$ cat src/rtl/bus_dma_pkg.sv
// Shared definitions for the word-copy DMA engine: FSM encoding, word stride, pointer pair.
// No logic here. The engine imports this package and uses its names directly.
package bus_dma_pkg;

  typedef enum logic [1:0] {
    ST_IDLE  = 2'd0,
    ST_READ  = 2'd1,
    ST_WRITE = 2'd2,
    ST_DONE  = 2'd3
  } state_t;

  localparam logic [31:0] WORD_STRIDE = 32'd4;

  typedef struct packed {
    logic [31:0] src;
    logic [31:0] dst;
  } ptr_t;

  // Byte address forced onto a word boundary (low two bits dropped).
  function automatic logic [31:0] word_align(input logic [31:0] addr);
    return addr & ~(WORD_STRIDE - 32'd1);
  endfunction

endpackage

$ cat src/rtl/bus_dma.sv
// Word-by-word memory copy engine; irq is sticky only when BUS_DMA_IRQ_EN is defined.
// Latency: each word takes one READ cycle and one WRITE cycle; done comes 2N+1 cycles after start.
// No backpressure: the bus responder must answer reads in the same cycle and commit writes at the edge.
module bus_dma
  import bus_dma_pkg::*;
#(
  parameter int LEN_W = 16
) (
  input  logic             clk,
  input  logic             reset,
  input  logic             start,
  input  logic [31:0]      src_addr,
  input  logic [31:0]      dst_addr,
  input  logic [LEN_W-1:0] len,
  input  logic             abort,
  output logic [31:0]      Addr,
  output logic [31:0]      WriteData,
  output logic             MemRd,
  output logic             MemWr,
  input  logic [31:0]      ReadData,
  output logic             busy,
  output logic             done,
  output logic             irq,
  input  logic             irq_clr
);

  state_t           state, state_nxt;
  ptr_t             ptr;
  logic [LEN_W-1:0] cnt;
  logic [31:0]      data_q;

  logic             ld_xfer;
  logic             rd_cap;
  logic             wr_adv;

  always_comb begin
    state_nxt = state;
    MemRd     = 1'b0;
    MemWr     = 1'b0;
    Addr      = '0;
    WriteData = '0;
    busy      = 1'b0;
    done      = 1'b0;
    ld_xfer   = 1'b0;
    rd_cap    = 1'b0;
    wr_adv    = 1'b0;
    unique case (state)
      ST_IDLE: begin
        if (start) begin
          if (len != '0) begin
            ld_xfer   = 1'b1;
            state_nxt = ST_READ;
          end else begin
            state_nxt = ST_DONE;
          end
        end
      end
      ST_READ: begin
        busy = 1'b1;
        // Abort kills the strobe in the same cycle so the bus never sees a partial access.
        if (abort) begin
          state_nxt = ST_IDLE;
        end else begin
          MemRd     = 1'b1;
          Addr      = ptr.src;
          rd_cap    = 1'b1;
          state_nxt = ST_WRITE;
        end
      end
      ST_WRITE: begin
        busy = 1'b1;
        if (abort) begin
          state_nxt = ST_IDLE;
        end else begin
          MemWr     = 1'b1;
          Addr      = ptr.dst;
          WriteData = data_q;
          wr_adv    = 1'b1;
          state_nxt = (cnt == LEN_W'(1)) ? ST_DONE : ST_READ;
        end
      end
      ST_DONE: begin
        done      = 1'b1;
        state_nxt = ST_IDLE;
      end
      default: state_nxt = ST_IDLE;
    endcase
  end

  always_ff @(posedge clk) begin
    if (reset) begin
      state  <= ST_IDLE;
      ptr    <= '0;
      cnt    <= '0;
      data_q <= '0;
    end else begin
      state <= state_nxt;
      if (ld_xfer) begin
        ptr.src <= word_align(src_addr);
        ptr.dst <= word_align(dst_addr);
        cnt     <= len;
      end
      if (rd_cap) begin
        data_q <= ReadData;
      end
      // Pointers wrap modulo 2^32 naturally through the 32-bit add.
      if (wr_adv) begin
        ptr.src <= ptr.src + WORD_STRIDE;
        ptr.dst <= ptr.dst + WORD_STRIDE;
        cnt     <= cnt - LEN_W'(1);
      end
    end
  end

`ifdef BUS_DMA_IRQ_EN
  logic irq_q;

  // Set has priority over clear so a completion is never lost to a coincident clear.
  always_ff @(posedge clk) begin
    if (reset) begin
      irq_q <= 1'b0;
    end else if (state == ST_DONE) begin
      irq_q <= 1'b1;
    end else if (irq_clr) begin
      irq_q <= 1'b0;
    end
  end

  assign irq = irq_q;
`else
  logic unused_irq_clr;

  assign unused_irq_clr = irq_clr;
  assign irq            = 1'b0;
`endif

endmodule

$ cat config.mk
export PLATFORM = sky130hd
export DESIGN_NAME = bus_dma
export DESIGN_NICKNAME = d
export VERILOG_FILES = /design/src/rtl/bus_dma_pkg.sv /design/src/rtl/bus_dma.sv
export SDC_FILE = /design/constraint.sdc
export NUM_CORES = 1
export LEC_CHECK = 0
export ABC_AREA = 1
export BUFFER_PORTS_ARGS = -buffer_cell sky130_fd_sc_hd__buf_2
export CAP_MARGIN = 40
export CORE_UTILIZATION = 35
export CTS_CLUSTER_DIAMETER = 200
export DETAILED_ROUTE_END_ITERATION = 12
export GPL_ROUTABILITY_DRIVEN = 0
export HOLD_SLACK_MARGIN = 0.08
export SLEW_MARGIN = 20
export SYNTH_ARGS = -nofsm -noshare
export SYNTH_HDL_FRONTEND = slang
export SYNTH_SLANG_ARGS = --single-unit
$ cat constraint.sdc
create_clock -name clk -period 2.7 [get_ports clk]
set_clock_uncertainty 0.05 [all_clocks]
set_input_delay 0 -clock clk [delete_from_list [all_inputs] [get_ports clk]]
set_output_delay 0 -clock clk [all_outputs]
set_load 0.05 [all_outputs]
# After elaboration in Yosys (flattened, before gate mapping)
# Index checks and enable logic that the tools add are counted.
# op_classes
addsub	3
eq_ne	5
mux	23
reduce_logical	4
# op_table
op	n
two-way mux 32 bit	4
two-way mux 64 bit	2
adder 32 x 3 -> 32 bit, second input constant	2
case mux 32 bit (2 select lines)	1
two-way mux 16 bit	2
== test 16 x 1 -> 1 bit, second input constant	1
nonzero test 16 bit	1
subtractor 16 x 1 -> 16 bit, second input constant	1
two-way mux 2 bit	5
two-way mux 1 bit	8
case mux 2 bit (4 select lines)	1
== test 2 bit, second input constant	2
== test 2 x 1 -> 1 bit, second input constant	1
logical NOT 2 bit	1
!= test 2 bit, second input constant	1
nonzero test 2 bit	1
OR reduction 2 bit	1
# totals
regBits	114
out_inout_bits	69

# Logic depth before layout (Yosys ltp)
# Gate-level depths: netlist of the first run.
# logic_depth
ltp_word	6
ltp_mapped	11
depth_no_buf	11

# Least setup slack after synthesis of the first run
# OpenSTA, ideal clock, no wires.
# synth_path
path_type	register to output
start	reg state[0]
end	out Addr[17]
t_arrival_ns	2.282
slack_ns	0.368
stages_incl_launch_ff	6
n_path_buf	1
path_cell_list	dfxtp_1 -> inv_1 -> ha_1 -> inv_1 -> clkbuf_1 -> a21oi_1
# synth_between
elab_chain_cells	2
# synth_lines
element	line	source
start: declaration	bus_dma.sv:27	state_t state, state_nxt;
start signal: assignment	bus_dma.sv:97	state <= state_nxt;
== test 2 bit / == test 2 x 1 -> 1 bit (equally long branches)	bus_dma.sv:47	unique case (state)
case mux 32 bit (2 select lines) (*)	bus_dma.sv:47	
end: declaration	bus_dma.sv:16	output logic [31:0] Addr,
# Every way passes the cells marked *; elsewhere a longest branch is shown, timed or not.

# Worst setup path after layout of the first run
# layout_path
start	reg state[0]
end	out Addr[16]
# The elaborated chain is that of the path after synthesis.

==> impl_metrics.toml, run 1 <==
[outcome]
status = "finished clean"

[power_and_ir_drop]
cellPowerDensity_nw_per_um2 = 605.0
power.leakage_nw = 4.371
ir_drop_v = 0.0003509
total_power_w = 0.005987

[yosys]
syn_avg_cell_area_um2 = 5.895
syn_area_um2 = 7451
synth_cell_types = 40
synth-edff-count = 0
yosys_register_bits = 110
synthArstFlopShare = 0
ys.flop_type = "dfxtp_1"
synth_cells = 1264
yosys_warnings = 0
ys_seq_area_frac = 0.2955

[sta]
slew_violations = 0
setup_viol = 0
hold_viol_final = 0
post-route-period-util = 0.8669
fin_crit_ns = 2.341
finalHoldWorstSlack_ns = 0.1003
slew_headroom = 0.5529
rsz0062_at_grt = "no"
fmax_ghz = 0.4272
fin_tns_setup_ns = 0
worst_pin_slew_ns = 0.6698

[final_layout]
antenna-diode-count = 0
layout.nets = 1641
layout-drive-gt1-share = 0.1639
mostFrequentLayoutCell = "nand2_1"
design_area_um2 = 9896
layout_common_cells = "nand2_1, nor2_1, buf_2"
syn_to_final_growth_pct = 32.81

[cts]
root_buffer = "clkbuf_16"
clockBufferDepth = 2
cts_resized = 0
postCtsSetupBuffers = 0
cts_made_buffers = 9
cts_tree = "done"
holdBufCountCts = 109
htreeDepth = 3
cts.clk_slew.worst_paths_ns = 0.08
clock-sinks = 110
insertion_delay_ns = 0.37

[drt]
post_drt_wl_per_cell_um = 14.13
via_count = 8779
drt_iter0_markers = 619
postRouteAntennaNets = 0
via_per_inst = 4.894
wl_mm = 25.35
post-route-drc-count = 0
drt_pre_antenna_iters = 7

[die]
die-width_um = 147.9
die_h_um = 147.9
io_pins = 186
core_um2 = 20960
die_area_um2 = 21880
core.rowCount = 53
start_util = 0.3556

[critical_path]
critPathKind = "register to output pin"
worst_ep_required_time_ns = 2.65
path_buf_inv = 4
cp-start-kind = "register"
slowest_delay_ns = 0.35
path_cells = "inv_1 > ha_1 > inv_1 > nor2_4 > buf_12 > nand2_1 > a21oi_1 > buf_2"
slowest_stage = "dfxtp_1"
cp_max_fo = 43
r2r_start = "state[0]$_SDFFE_PP0P_"
cpMostUsedCell = "inv_1"
crit_start = "state[0]$_SDFFE_PP0P_"
cp.arrival_ns = 2.29
end_kind = "output pin"
crit_family = "buffers and inverters"

[run]
cap_viol_max_count = 0

[grt]
grt_max_degree = 73
grt_usage = 0.2359
overflow = 0
grt_pass1_wl_mm = 41.18
grt_pass1_vias = 8186
antenna_found_initial = 0

[place]
port_buffers = 177
place_area_um2 = 8523
dp_hpwl_mm = 17.72

[worst_hold_path]
hp-start = "reset"
hold_class = "input pin to register"
==> per-layer routing <==
metal  wire, um  vias to the layer above  track usage  share of wire
met2      11810                      216       0.3851           0.47
met5          0                        -            0              0
met4        762                        0      0.09588          0.030
li1           -                     4516            -              -
met3        881                       47      0.02654          0.035
met1      11900                     4000       0.3157           0.47
==> logic make-up (layout without fill, tap and decap cells) <==
group	count (synthesis)	after routing	share of synthesized area
and+or+nand+nor	724	724	0.4138
xor gates and xnor gates	6	6	0.007053
adders and majority gates	9	9	0.01511
buffers and inverters	197	450	0.1142
DFF	110	110	0.2955
AOI/OAI and AO/OA	217	217	0.1538
other	1	3	0.0005033
==> worst reg2reg max path: cells and delay by family, from the launching register on <==
kind                     cells  cell delay [ns]
AND/OR/NAND/NOR              3             0.44
buffers and inverters        3             0.61
flip-flops                   1             0.35
AO/OA/AOI/OAI                2             0.30
adder cells (fa/ha/maj)      1             0.22
==> metrics by stage <==
step	setup slack [ns]	utilization	instances
CTS	0.3529	0.4722	1794
global route	0.2319	0.4722	1794
global placement	0.7612	0.4067	1670
finish	0.3593	0.4722	1794
floorplan	0.3683	-	1266
detailed placement	0.7403	0.4067	1670
==> layout make-up <==
type	instances	area (um2)
inverters	134	503.0
well taps	275	344.1
flip-flops and latches	110	2202
repair buffers	301	2152
clock buffers	10	239.0
clock inverters	5	42.54
multi-input cells	959	4413
fillers	2276	11060
==> registers in the layout, summed over array words and instances, names as in the netlist <==
register and count:
data_q 32, state 2, cnt 16, ptr 60
==> Yosys cell counts, types with 4 or more instances <==
master    instances  share of area
clkbuf_1         24          0.012
or2_2             4         0.0034
buf_4             9         0.0091
nor2_1          227           0.11
dfxtp_1         110           0.30
nor2_4            7          0.011
xor2_1            5         0.0059
o21ai_1           5         0.0034
o21a_1            6         0.0060
buf_2            20          0.013
o21ai_0          90          0.060
nand3_1          86          0.058
nand2_1         338           0.17
o21bai_1          4         0.0040
a21oi_1          94          0.063
buf_6             7          0.011
ha_1              9          0.015
nand2_2           4         0.0034
nor2_2           12          0.010
nor3_1           13         0.0087
inv_2             4         0.0020
a31oi_1           7         0.0059
nand4_1          22          0.018
inv_1           129          0.065
==> worst paths after layout <==
check / end / cells after the start / slack [ns]
setup reg to reg: cnt[3]$_SDFFE_PP0P_ / 9 / 0.68
hold / removal: ptr[38]$_SDFFE_PP0P_ / 5 / 0.10
hold reg to reg: data_q[30]$_SDFFE_PP0P_ / 2 / 0.40
setup / recovery: Addr[16] / 8 / 0.36
==> where the power goes <==
group | internal, W | switching (W)
Sequential | 0.00195 | 0.000358
Combinational | 0.000806 | 0.00153
Clock | 0.000659 | 0.000678
(Power assumes the default switching activity.)
==> inputs of run 2 (changes only) <==
--- a/config.mk
+++ b/config.mk
@@ -12,6 +12,7 @@
 export CTS_CLUSTER_DIAMETER = 200
 export DETAILED_ROUTE_END_ITERATION = 12
 export GPL_ROUTABILITY_DRIVEN = 0
+export GPL_TIMING_DRIVEN = 0
 export HOLD_SLACK_MARGIN = 0.08
 export SLEW_MARGIN = 20
 export SYNTH_ARGS = -nofsm -noshare
==> run 2 against run 1 <==
Wire length up 19%. Die area unchanged. Total power grew 6.1%. Critical path depth up 1. Sequential power hardly changed. Register-to-register slack got worse by 0.47 ns. Largest power group unchanged.
==> impl_metrics.toml, run 2 (synthesized netlist as in run 1, its figures left out) <==
[drt]
via_per_inst = 5.066
drt_iter0_markers = 895
drt_pre_antenna_iters = 5
met1_length_mm = 13.10
post_drt_wl_per_cell_um = 16.33
via_count = 9346
post-route-drc-count = 0
dr_wl_met2_mm = 13.82
postRouteAntennaNets = 0
wl_mm = 30.13
top_layer = "met4"
route.met3.wl_mm = 2.065

[grt]
grt_pass1_wl_mm = 45.60
antenna_found_initial = 0
overflow = 0
grt_pass1_vias = 8479
grt_usage = 0.2708
grt_max_degree = 19

[final_layout]
top_register = "ptr"
syn_to_final_growth_pct = 35.94
reg.largest.list = "ptr (60), data_q (32), cnt (16)"
layout.nets = 1691
layout_common_cells = "nand2_1, nor2_1, buf_2"
fin_util = 0.4833
layout-drive-gt1-share = 0.1732
antenna-diode-count = 0
fin_cells = 1845
largest_reg_flops = 60
mostFrequentLayoutCell = "nand2_1"

[power_and_ir_drop]
total_power_w = 0.006352
power.leakage_nw = 4.485
ir_drop_v = 0.0003481
cellPowerDensity_nw_per_um2 = 627.1

[critical_path]
cp.arrival_ns = 2.57
r2r-end = "cnt[4]$_SDFFE_PP0P_"
end_kind = "output pin"
cp-start-kind = "register"
r2r_setup_slack_ns = 0.21
path_buf_inv = 5
slowest_stage = "dfxtp_1"
crit_family = "buffers and inverters"
critPathKind = "register to output pin"
path_cells = "inv_1 > ha_1 > inv_1 > nor2_4 > clkbuf_4 > buf_2 > nand2_1 > a21oi_1 > clkbuf_4"
worst_ep_required_time_ns = 2.65
cp_max_fo = 10
slowest_delay_ns = 0.35
rr_worst_depth = 9
r2r_start = "state[0]$_SDFFE_PP0P_"

[cts]
cts_tree = "done"
clock-sinks = 110
root_buffer = "clkbuf_16"
htreeDepth = 3
clockBufferDepth = 2
postCtsSetupBuffers = 0
cts.clk_slew.worst_paths_ns = 0.08
cts_made_buffers = 9
insertion_delay_ns = 0.37

[sta]
slew_violations = 0
post-route-period-util = 0.9687
finalWorstSetupSlack_ns = 0.08462
setup_viol = 0
fmax_ghz = 0.3824
hold_viol_final = 0
worst_pin_slew_ns = 0.8174
fin_tns_setup_ns = 0
rsz0062_at_grt = "no"
slew_headroom = 0.4551
fin_crit_ns = 2.615

[die]
io_pins = 186
die_area_um2 = 21880
start_util = 0.3556
die-width_um = 147.9
die_h_um = 147.9
core_um2 = 20960
core.rowCount = 53

[worst_hold_path]
min_to = "ptr[6]$_SDFFE_PP0P_"
holdPathStages = 5
hp-start = "dst_addr[6]"
hold_class = "input pin to register"

[place]
port_buffers = 177
dp_hpwl_mm = 22.11
pre_cts_slack_ns = 0.4779
place_inst = 1718

[outcome]
status = "finished clean"

[run]
cap_viol_max_count = 0
==> run 2: routing by layer <==
layer / GRT usage / up-vias
met2: 0.4429 / 380
met3: 0.02623 / 62
li1: - / 4627
met1: 0.3583 / 4277
met4: 0.1268 / 0
met5: 0 / -
==> run 2: worst max path at each step <==
stage,from,to,slack (ns),cells after the start
4_1_cts,state[0]$_SDFFE_PP0P_,Addr[20],0.07,9
5_1_grt,state[0]$_SDFFE_PP0P_,Addr[22],0.005,9
6_report,state[0]$_SDFFE_PP0P_,Addr[20],0.08,9
3_3_place_gp,state[0]$_SDFFE_PP0P_,Addr[2],0.47,8
2_1_floorplan,state[0]$_SDFFE_PP0P_,Addr[17],0.37,5
3_5_place_dp,state[0]$_SDFFE_PP0P_,Addr[20],0.48,9
==> run 2: layout make-up <==
| cell class | count | area [um2] |
|---|---|---|
| clock inverters | 6 | 71.32 |
| flip-flops and latches | 110 | 2202 |
| fillers | 2229 | 10830 |
| plain buffers | 63 | 359.1 |
| repair buffers | 288 | 2004 |
| clock buffers | 10 | 239.0 |
| well taps | 275 | 344.1 |
| multi-input cells | 959 | 4405 |
| inverters | 134 | 503.0 |
==> run 2: power by group <==
part | leakage (nW) | switching [W] | total, W | internal (W)
logic | 3.44 | 0.00172 | 0.00259 | 0.000865
registers | 0.905 | 0.000360 | 0.00231 | 0.00195
clock network | 0.145 | 0.000697 | 0.00145 | 0.000752
==> run 2: worst register-to-register path: cells and delay by family (launching register included) <==
family / cells / cell delay (ns)
flip-flops: 1 / 0.35
adder cells (fa/ha/maj): 1 / 0.17
AND/OR/NAND/NOR: 2 / 0.37
AO/OA/AOI/OAI: 2 / 0.19
buffers and inverters: 4 / 1.25
==> run 2: metrics by stage <==
stage / hold slack [ns] / instance area (um2)
4_1_cts: 0.1088 / 10110
5_1_grt: 0.1631 / 10130
6_report: 0.1219 / 10130
3_3_place_gp: 0.1757 / 8688
2_1_floorplan: 0.08492 / 7458
3_5_place_dp: 0.1934 / 8688
==> run 2: timing repair <==
item                                    in CTS  in global routing
gates resized for setup                      0                 12
endpoints found under the hold margin      109                  0
endpoints found under the setup margin       0                  7
hold buffers                               111                  0
==> inputs of run 3 (changes only) <==
--- a/config.mk
+++ b/config.mk
@@ -12,8 +12,8 @@
 export CTS_CLUSTER_DIAMETER = 200
 export DETAILED_ROUTE_END_ITERATION = 12
 export GPL_ROUTABILITY_DRIVEN = 0
-export GPL_TIMING_DRIVEN = 0
 export HOLD_SLACK_MARGIN = 0.08
+export PLACE_DENSITY = 0.65
 export SLEW_MARGIN = 20
 export SYNTH_ARGS = -nofsm -noshare
 export SYNTH_HDL_FRONTEND = slang
==> run 3 against run 2 <==
Flip-flop and latch count unchanged. Register-to-register slack improved by 0.22 ns. Global-route usage decreased by 4.3 points. Maximum frequency increased by 3.3%. First-iteration DRC count decreased by 29%. Clock-buffer cell count increased by 1. Non-clock buffer count decreased by 51. Total power decreased by 5.6%. Clock power decreased by 5%. Via count decreased by 5.6%.
==> impl_metrics.toml, run 3 (synthesized netlist as in run 1, its figures left out) <==
[outcome]
status = "finished clean"

[worst_hold_path]
holdPathStages = 5
hp-start = "reset"
min_to = "cnt[15]$_SDFFE_PP0P_"
hold_class = "input pin to register"

[critical_path]
r2r_setup_slack_ns = 0.43
r2r_start = "state[0]$_SDFFE_PP0P_"
cp-start-kind = "register"
rr_worst_depth = 10
worst_ep_required_time_ns = 2.65
cp.arrival_ns = 2.48
end_kind = "output pin"
cp_max_fo = 24
r2r-end = "ptr[20]$_SDFFE_PP0P_"
critPathKind = "register to output pin"

[place]
port_buffers = 177
dp_hpwl_mm = 17.40

[cts]
cts_tree = "done"
insertion_delay_ns = 0.36
htreeDepth = 3
clock-sinks = 110
clockBufferDepth = 2
cts_made_buffers = 9
root_buffer = "clkbuf_16"
postCtsSetupBuffers = 0
cts.clk_slew.worst_paths_ns = 0.08

[final_layout]
syn_to_final_growth_pct = 32.66
top_register = "ptr"
fillers = 2259
layout_common_cells = "nand2_1, nor2_1, buf_2"
largest_reg_flops = 60
mostFrequentLayoutCell = "nand2_1"
antenna-diode-count = 0
layout.nets = 1640
reg.largest.list = "ptr (60), data_q (32), cnt (16)"
layout-drive-gt1-share = 0.1627

[grt]
grt_pass1_wl_mm = 40.07
antenna_found_initial = 0
grt_max_degree = 73
grt_usage = 0.2274
grt_pass1_vias = 7998
overflow = 0

[drt]
wl_mm = 24.94
drt_pre_antenna_iters = 5
via_count = 8820
postRouteAntennaNets = 0
via_per_inst = 4.919
post-route-drc-count = 0
post_drt_wl_per_cell_um = 13.91
drt_iter0_markers = 634

[sta]
post-route-period-util = 0.9375
fin_tns_setup_ns = 0
hold_viol_final = 0
slew_violations = 0
finalHoldWorstSlack_ns = 0.07525
fin_crit_ns = 2.531
slew_headroom = 0.4374
rsz0062_at_grt = "no"
setup_viol = 0
worst_pin_slew_ns = 0.8430
fmax_ghz = 0.3951

[power_and_ir_drop]
power.leakage_nw = 4.370
ir_drop_v = 0.0003183
cellPowerDensity_nw_per_um2 = 606.6

[die]
core.rowCount = 53
die_h_um = 147.9
die_area_um2 = 21880
core_um2 = 20960
start_util = 0.3556
die-width_um = 147.9
io_pins = 186

[run]
cap_viol_max_count = 0
## run 3: cell types whose count changed in the layout (fill, tap and decap cells not counted), sizes merged
cell         change
clkinv           -1
clkinvlp         -1
dlygate4sd3      -2
clkbuf          -29
buf             -19
## run 3: metrics by stage
step                      cells  power (W)  area [um2]  utilization  setup slack, ns
after floorplan            1266   0.003933        7458            -           0.3683
after global placement     1669   0.004450        8503       0.4058           0.5245
after detailed placement   1669   0.004490        8503       0.4058           0.4440
after CTS                  1793   0.005997        9884       0.4717           0.2184
after global routing       1793   0.006402        9884       0.4717          0.08355
final                      1793   0.005996        9884       0.4717           0.1687
## run 3: what timing repair did
| action | 4_1_cts | 5_1_grt |
|---|---|---|
| gates resized for setup | 0 | 0 |
| hold buffers | 109 | 0 |
| endpoints found under the hold margin | 110 | 0 |
| setup endpoints to repair | 0 | 0 |
## run 3: per-layer routing
layer	wire length (um)	global-route usage	part of all wire
met1	11520	0.3054	0.46
met2	11400	0.3693	0.46
met3	1180	0.02160	0.047
met4	840	0.1005	0.034
met5	0	0	0
## run 3: final cells by class
type	count	area [um2]	area share
Clock buffer	11	242.7	0.02456
Timing Repair Buffer	300	2132	0.2157
Inverter	134	503.0	0.05089
Clock inverter	4	47.55	0.004810
Multi-Input combinational cell	959	4413	0.4465
Sequential cell	110	2202	0.2228
Tap cell	275	344.1	0.03481
## run 3: how the worst max path moves through the flow
stage	to	start	slack (ns)
after floorplan	Addr[17]	state[0]$_SDFFE_PP0P_	0.37
after global placement	ptr[20]$_SDFFE_PP0P_	state[0]$_SDFFE_PP0P_	0.52
after detailed placement	ptr[20]$_SDFFE_PP0P_	state[0]$_SDFFE_PP0P_	0.44
after CTS	Addr[17]	state[0]$_SDFFE_PP0P_	0.22
after global routing	Addr[17]	state[0]$_SDFFE_PP0P_	0.08
final	Addr[17]	state[0]$_SDFFE_PP0P_	0.17
## run 3: worst max-delay path, cell delays in order (launching register included)
cell and delay (ns):
dfxtp_1 0.38, inv_1 0.10, ha_1 0.48, inv_1 0.45
a21oi_1 0.38, buf_2 0.32
## run 3: report_power, final
group	internal (W)	leakage [nW]	switching, W	total (W)
logic	0.000778	3.32	0.00152	0.00230
registers	0.00195	0.905	0.000356	0.00231
clock network	0.000739	0.141	0.000644	0.00138
total	0.00347	4.37	0.00252	0.00600
